File: config.mk
export PLATFORM = sky130hd
export DESIGN_NAME = inst_encoder
export DESIGN_NICKNAME = d
export VERILOG_FILES = /design/src/rtl/inst_encoder.sv
export SDC_FILE = /design/constraint.sdc
export NUM_CORES = 1
export LEC_CHECK = 0
export ABC_AREA = 1
export CORE_MARGIN = 4
export CORE_UTILIZATION = 35
export DETAILED_ROUTE_END_ITERATION = 12
export DONT_BUFFER_PORTS = 1
export GPL_ROUTABILITY_DRIVEN = 0
export PLACE_DENSITY_LB_ADDON = 0.1
export SETUP_SLACK_MARGIN = 0.15
export SYNTH_ARGS = -nofsm -noshare
export SYNTH_HDL_FRONTEND = slang
export SYNTH_SLANG_ARGS = --single-unit
File: constraint.sdc
create_clock -name clk -period 5.9 [get_ports clk]
set_input_delay 0.295 -clock clk [delete_from_list [all_inputs] [get_ports clk]]
set_output_delay 0.295 -clock clk [all_outputs]
set_load 0.01 [all_outputs]
File: src/rtl/inst_encoder.sv
// Streaming RV32I encoder: takes one field-level request per handshake, range-checks it,
// packs the 32-bit machine word and presents it with its instruction-memory address.
module inst_encoder #(
    parameter logic [31:0] BASE_ADDR = 32'h0000_0000,
    parameter int          DEPTH     = 1024
) (
    input  logic        clk,
    input  logic        rst_n,
    input  logic        clear,
    input  logic        req_valid,
    output logic        req_ready,
    input  logic [3:0]  req_class,
    input  logic [2:0]  req_funct3,
    input  logic        req_alt,
    input  logic [4:0]  req_rd,
    input  logic [4:0]  req_rs1,
    input  logic [4:0]  req_rs2,
    input  logic [31:0] req_imm,
    output logic        out_valid,
    input  logic        out_ready,
    output logic [31:0] out_inst,
    output logic [31:0] out_addr,
    output logic        full,
    output logic        err,
    output logic [7:0]  err_cnt
);

    // One extra index bit so the counter can reach DEPTH itself.
    localparam int IW  = $clog2(DEPTH) + 1;
    localparam int IW1 = IW + 1;
    localparam logic [IW-1:0] DEPTH_I = IW'(DEPTH);
    localparam logic [IW:0]   DEPTH_P = IW1'(DEPTH);

    localparam logic [6:0] OP_R      = 7'b0110011;
    localparam logic [6:0] OP_IALU   = 7'b0010011;
    localparam logic [6:0] OP_LOAD   = 7'b0000011;
    localparam logic [6:0] OP_STORE  = 7'b0100011;
    localparam logic [6:0] OP_BRANCH = 7'b1100011;
    localparam logic [6:0] OP_JALR   = 7'b1100111;
    localparam logic [6:0] OP_LUI    = 7'b0110111;
    localparam logic [6:0] OP_AUIPC  = 7'b0010111;
    localparam logic [6:0] OP_JAL    = 7'b1101111;

    typedef enum logic [1:0] {
        ST_IDLE = 2'b00,
        ST_HOLD = 2'b01,
        ST_FULL = 2'b10
    } state_e;

    function automatic logic is_legal(
        input logic [3:0] cls,
        input logic [2:0] f3,
        input logic       alt,
        input logic       imm0
    );
        logic ok;
        case (cls)
            4'd0:       ok = !alt || (f3 == 3'd0) || (f3 == 3'd5);
            4'd1:       ok = !alt || (f3 == 3'd5);
            4'd2:       ok = !((f3 == 3'd3) || (f3 == 3'd6) || (f3 == 3'd7));
            4'd3:       ok = (f3 <= 3'd2);
            4'd4:       ok = !((f3 == 3'd2) || (f3 == 3'd3)) && !imm0;
            4'd5:       ok = (f3 == 3'd0);
            4'd6, 4'd7: ok = 1'b1;
            4'd8:       ok = !imm0;
            default:    ok = 1'b0;
        endcase
        return ok;
    endfunction

    // Immediate scrambling follows the RV32I base formats; fields a format lacks stay zero.
    function automatic logic [31:0] encode(
        input logic [3:0]  cls,
        input logic [2:0]  f3,
        input logic        alt,
        input logic [4:0]  rd,
        input logic [4:0]  rs1,
        input logic [4:0]  rs2,
        input logic [31:0] imm
    );
        logic [6:0]  f7;
        logic [11:0] i12;
        logic [31:0] w;
        f7 = alt ? 7'b0100000 : 7'b0000000;
        if ((f3 == 3'b001) || (f3 == 3'b101)) begin
            i12 = {f7, imm[4:0]};
        end else begin
            i12 = imm[11:0];
        end
        case (cls)
            4'd0:    w = {f7, rs2, rs1, f3, rd, OP_R};
            4'd1:    w = {i12, rs1, f3, rd, OP_IALU};
            4'd2:    w = {imm[11:0], rs1, f3, rd, OP_LOAD};
            4'd3:    w = {imm[11:5], rs2, rs1, f3, imm[4:0], OP_STORE};
            4'd4:    w = {imm[12], imm[10:5], rs2, rs1, f3, imm[4:1], imm[11], OP_BRANCH};
            4'd5:    w = {imm[11:0], rs1, 3'b000, rd, OP_JALR};
            4'd6:    w = {imm[31:12], rd, OP_LUI};
            4'd7:    w = {imm[31:12], rd, OP_AUIPC};
            4'd8:    w = {imm[20], imm[10:1], imm[11], imm[19:12], rd, OP_JAL};
            default: w = 32'h0000_0000;
        endcase
        return w;
    endfunction

    function automatic logic [31:0] addr_of(input logic [IW-1:0] idx);
        return BASE_ADDR + (32'(idx) * 32'd4);
    endfunction

    state_e        state_q;
    logic [IW-1:0] index_q;
    logic [IW-1:0] index_d;
    logic          out_valid_q;
    logic [31:0]   out_inst_q;
    logic [31:0]   out_addr_q;
    logic          full_q;
    logic          err_q;
    logic [7:0]    err_cnt_q;
    logic [7:0]    err_cnt_d;

    logic [IW:0]   pending_s;
    logic          full_pending_s;
    logic          ready_s;
    logic          accept_s;
    logic          legal_s;
    logic          out_fire_s;
    logic [31:0]   word_s;

    // Handshake qualifiers, word packing and next index / error count.
    always_comb begin
        pending_s      = {1'b0, index_q} + {{IW{1'b0}}, out_valid_q};
        full_pending_s = (pending_s == DEPTH_P);
        ready_s        = !clear && !full_pending_s && (!out_valid_q || out_ready);
        accept_s       = req_valid && ready_s;
        legal_s        = is_legal(req_class, req_funct3, req_alt, req_imm[0]);
        word_s         = encode(req_class, req_funct3, req_alt, req_rd, req_rs1, req_rs2, req_imm);
        out_fire_s     = out_valid_q && out_ready;
        index_d        = index_q + {{(IW-1){1'b0}}, out_fire_s};
        if (accept_s && !legal_s && (err_cnt_q != 8'hFF)) begin
            err_cnt_d = err_cnt_q + 8'd1;
        end else begin
            err_cnt_d = err_cnt_q;
        end
    end

    // Output FSM: IDLE/HOLD/FULL with registered word, address, full and error state.
    always_ff @(posedge clk or negedge rst_n) begin
        if (!rst_n) begin
            state_q     <= ST_IDLE;
            index_q     <= '0;
            out_valid_q <= 1'b0;
            out_inst_q  <= 32'h0000_0000;
            out_addr_q  <= BASE_ADDR;
            full_q      <= 1'b0;
            err_q       <= 1'b0;
            err_cnt_q   <= 8'd0;
        end else if (clear) begin
            state_q     <= ST_IDLE;
            index_q     <= '0;
            out_valid_q <= 1'b0;
            out_inst_q  <= 32'h0000_0000;
            out_addr_q  <= BASE_ADDR;
            full_q      <= 1'b0;
            err_q       <= 1'b0;
            err_cnt_q   <= 8'd0;
        end else begin
            index_q   <= index_d;
            err_cnt_q <= err_cnt_d;
            if (accept_s && !legal_s) begin
                err_q <= 1'b1;
            end
            case (state_q)
                ST_IDLE: begin
                    if (accept_s && legal_s) begin
                        state_q     <= ST_HOLD;
                        out_valid_q <= 1'b1;
                        out_inst_q  <= word_s;
                        out_addr_q  <= addr_of(index_d);
                    end
                end
                ST_HOLD: begin
                    if (accept_s && legal_s) begin
                        state_q     <= ST_HOLD;
                        out_valid_q <= 1'b1;
                        out_inst_q  <= word_s;
                        out_addr_q  <= addr_of(index_d);
                    end else if (out_fire_s) begin
                        out_valid_q <= 1'b0;
                        out_addr_q  <= addr_of(index_d);
                        if (index_d == DEPTH_I) begin
                            state_q <= ST_FULL;
                            full_q  <= 1'b1;
                        end else begin
                            state_q <= ST_IDLE;
                        end
                    end
                end
                ST_FULL: begin
                    state_q <= ST_FULL;
                end
                default: begin
                    state_q     <= ST_IDLE;
                    out_valid_q <= 1'b0;
                end
            endcase
        end
    end

    assign req_ready = ready_s;
    assign out_valid = out_valid_q;
    assign out_inst  = out_inst_q;
    assign out_addr  = out_addr_q;
    assign full      = full_q;
    assign err       = err_q;
    assign err_cnt   = err_cnt_q;

endmodule

==> summary.md <==
| Metric | Value |
|---|---|
| Worst Max-Slew Pin Slew | 954 ps |
| Power Density | 262 nW/um2 |
| Post-Synth Simple-Gate Area | 30.3% |
| GRT overflow | 0 |
| Data arrival, critical path | 3020 ps |
| WHS | 20.2 ps |
| Vias in the first global route | 3488 |
| Via/cell ratio | 4.99 |
| Worst skew pair latency | 340 ps |
| Slew HR | 36.3% |
| Setup_tns | 0 ps |
| Metal3 WL | 810 um |
| Net Sw Frac | 26.5% |
| Sequential share of the synthesized area | 40.3% |
| Synth Area in Adders | 1.53% |
| Synth warn | 0 |
| Final Cycle Share | 47.5% |
| DRC Markers | 0 |
| Uppermost layer routed | met4 |
| EDFF count, synth | 0 |
| # rows | 39 |
| Clk_skew | 7.09 ps |
| Clock network fraction of design power | 46.8% |
| Global-route wire length before repair | 17900 um |
| Routed metal-1 wire length | 5090 um |
| Clock-pin slew on the worst setup and hold paths | 60 ps |
| Wire per inst | 15.8 um |
| Cells after Synth | 562 |
| Initial antenna violation count | 0 |
| Largest net degree at the start of global routing | 67 |
| Initial DRC Count | 201 |
| Full die area | 13500 um2 |
| Gate power share | 9.9% |
| Cells resized by post-CTS repair | 0 |
| Commonest non-fill, non-tap cells in the layout | nand2_1 (175), dfrtp_1 (66), inv_1 (61) |
| Dpl hpwl | 8020 um |
| WL final | 11100 um |
| Startpoint Class | register |
| Most common cell after layout, fill and taps aside | nand2_1 |
| Area delta synth->final | 7.35% |
| Detail Route met2 WL | 4970 um |
| Critical Path RT | 6120 ps |
| CP Max Fanout | 63 |
| CTS tree | built |
| Crit. End Element | register |
| Most frequently used flop master after synthesis | dfrtp_1 |
| Max cap viols | 0 |
| Design area | 4400 um2 |
| Final nets | 620 |
| Endpoints failing hold | 0 |
| CTS buffer count | 9 |
| Router iterations before antenna repair | 4 |
| Root cell of the clock tree | clkbuf_16 |
| Die outline width | 116 um |
| Dpl cell area | 4070 um2 |
| Worst Hold Class | input port to register |
| Final Setup Violations | 0 |
| Post-synthesis register bit count | 66 |
| Fmax | 0.357 GHz |
| Slew Viols, Final | 0 |
| Clk sinks | 66 |
| Outcome | complete, no violations |
| Cell variety after synth | 41 |
| Netlist Area Pre-Place | 4100 um2 |
| ANT cells | 0 |
| Syn avg cell area | 7.30 um2 |
| Internal | 0.850 mW |
| Leakage | 2.24 nW |
| Htree depth | 3 |
| Xor-xnor portion of the synthesized cell area | 2.99% |
| Asr flop ratio synth | 100% |
| Via count | 3498 |
| IO buf count | 0 |
| Setup Crit Path Kind | register to register |
| Fill cell count | 1229 |
| Worst vdd ir | 0.137 mV |
| Power, Total | 1.16 mW |
| RSZ-0062 raised after global routing | false |
| Sw Pwr | 0.306 mW |
| Clock tree buffer depth | 2 |
| Antenna Violating Nets Remaining | 0 |
| Post-synthesis compound-gate area fraction | 12.1% |
| Share of cells above drive strength 1 | 5.91% |
| Die Ht | 116 um |
| Register share of total power | 43.3% |
| Minimum clock period | 2800 ps |
| Largest family of logic cells by synthesized area | simple AND/OR/NAND/NOR gates |
| GRT Overall Usage | 17.2% |
| Initial cell density of the core | 35.8% |
| Mux contribution to synthesized area | 0% |
| IO Count | 136 |
| Core area | 11500 um2 |
final timing paths:
path,start,end,slack [ps],cells past startpoint
worst min register to register,out_addr[12],out_addr[12],550,2
max in group asynchronous,rst_n,out_inst[29],5120,2
worst min-delay path,clear,full,20,1
worst max-delay path,out_valid,out_inst[1],3100,15
min in group asynchronous,rst_n,out_inst[8],490,2
worst max register to register,out_valid,out_inst[1],3100,15
worst max-delay path, stage by stage, from the launching register on:
cell	delay, ps
dfrtp_1	490
ha_1	270
ha_1	250
nand3_1	130
nor2_1	180
nand2_1	80
nand2_1	70
nand2_1	50
nor2_1	110
nand3_2	110
nand4_4	110
nand2_2	80
nand2_4	490
inv_1	90
nand2_1	110
nand2_1	60
logic make-up after synthesis:
family,after synthesis
buffers and inverters,104
xor gates and xnor gates,14
other,1
and+or+nand+nor,280
AOI/OAI and AO/OA,92
DFF,66
adders and majority gates,5
Yosys cell counts (3+ instances only):
| cell type | n | share of area (%) |
|---|---|---|
| a22oi_1 | 4 | 0.73 |
| a21oi_1 | 10 | 1.2 |
| dfrtp_1 | 66 | 40 |
| nand3_1 | 45 | 5.5 |
| inv_1 | 61 | 5.6 |
| nor2_2 | 3 | 0.46 |
| buf_6 | 5 | 1.4 |
| nor3_1 | 3 | 0.37 |
| nor2_1 | 31 | 2.8 |
| buf_4 | 25 | 4.6 |
| nand2_4 | 3 | 0.82 |
| o21ai_0 | 33 | 4.0 |
| clkbuf_1 | 7 | 0.64 |
| o22ai_1 | 4 | 0.61 |
| nand2_2 | 3 | 0.46 |
| nand4_1 | 7 | 1.1 |
| xor2_1 | 13 | 2.8 |
| o21ai_1 | 34 | 4.1 |
| nand2_1 | 175 | 16 |
| ha_1 | 5 | 1.5 |
stage by stage:
step | worst slack, ps | utilization [%] | cells
finish | 3100 | 38.4 | 701
global route | 2710 | 38.4 | 701
CTS | 3050 | 38.4 | 701
detailed placement | 3070 | 35.5 | 685
global placement | 3140 | 35.5 | 685
floorplan | 3770 | - | 582
sequential cells by signal, summed over array words and instances, names as in the netlist:
signal	count
out_addr	11
full	1
index_q	11
out_inst	31
out_valid	1
err_cnt	8
state_q	2
err	1
layer usage:
metal	vias to the layer above	track usage (%)
li1	1752	-
met1	1631	22.8
met2	102	26.2
met3	13	5.13
met4	0	6.96
met5	-	0
final cells by class:
type                            count  area (um2)  share of cell area, %
Multi-Input combinational cell    412        2000                   45.5
Sequential cell                    66        1650                   37.5
Clock buffer                       11         253                   5.74
Inverter                           64         240                   5.46
Tap cell                          143         179                   4.06
Clock inverter                      3        40.0                  0.909
Timing Repair Buffer                2        37.5                  0.853
what timing repair did:
action                                  in CTS  in global routing
hold endpoints to repair                    66                  0
setup buffers                                0                  0
hold buffers                                 2                  0
endpoints found under the setup margin       0                  0
power groups by stage:
stage	Combinational, mW	Clock, mW	Sequential (mW)
global route	0.135	0.575	0.503
global placement	0.103	0	0.509
finish	0.115	0.541	0.500
detailed placement	0.104	0	0.509
CTS	0.117	0.560	0.501
floorplan	0.102	0	0.501
Note: power is estimated with default switching activity, not from simulation.
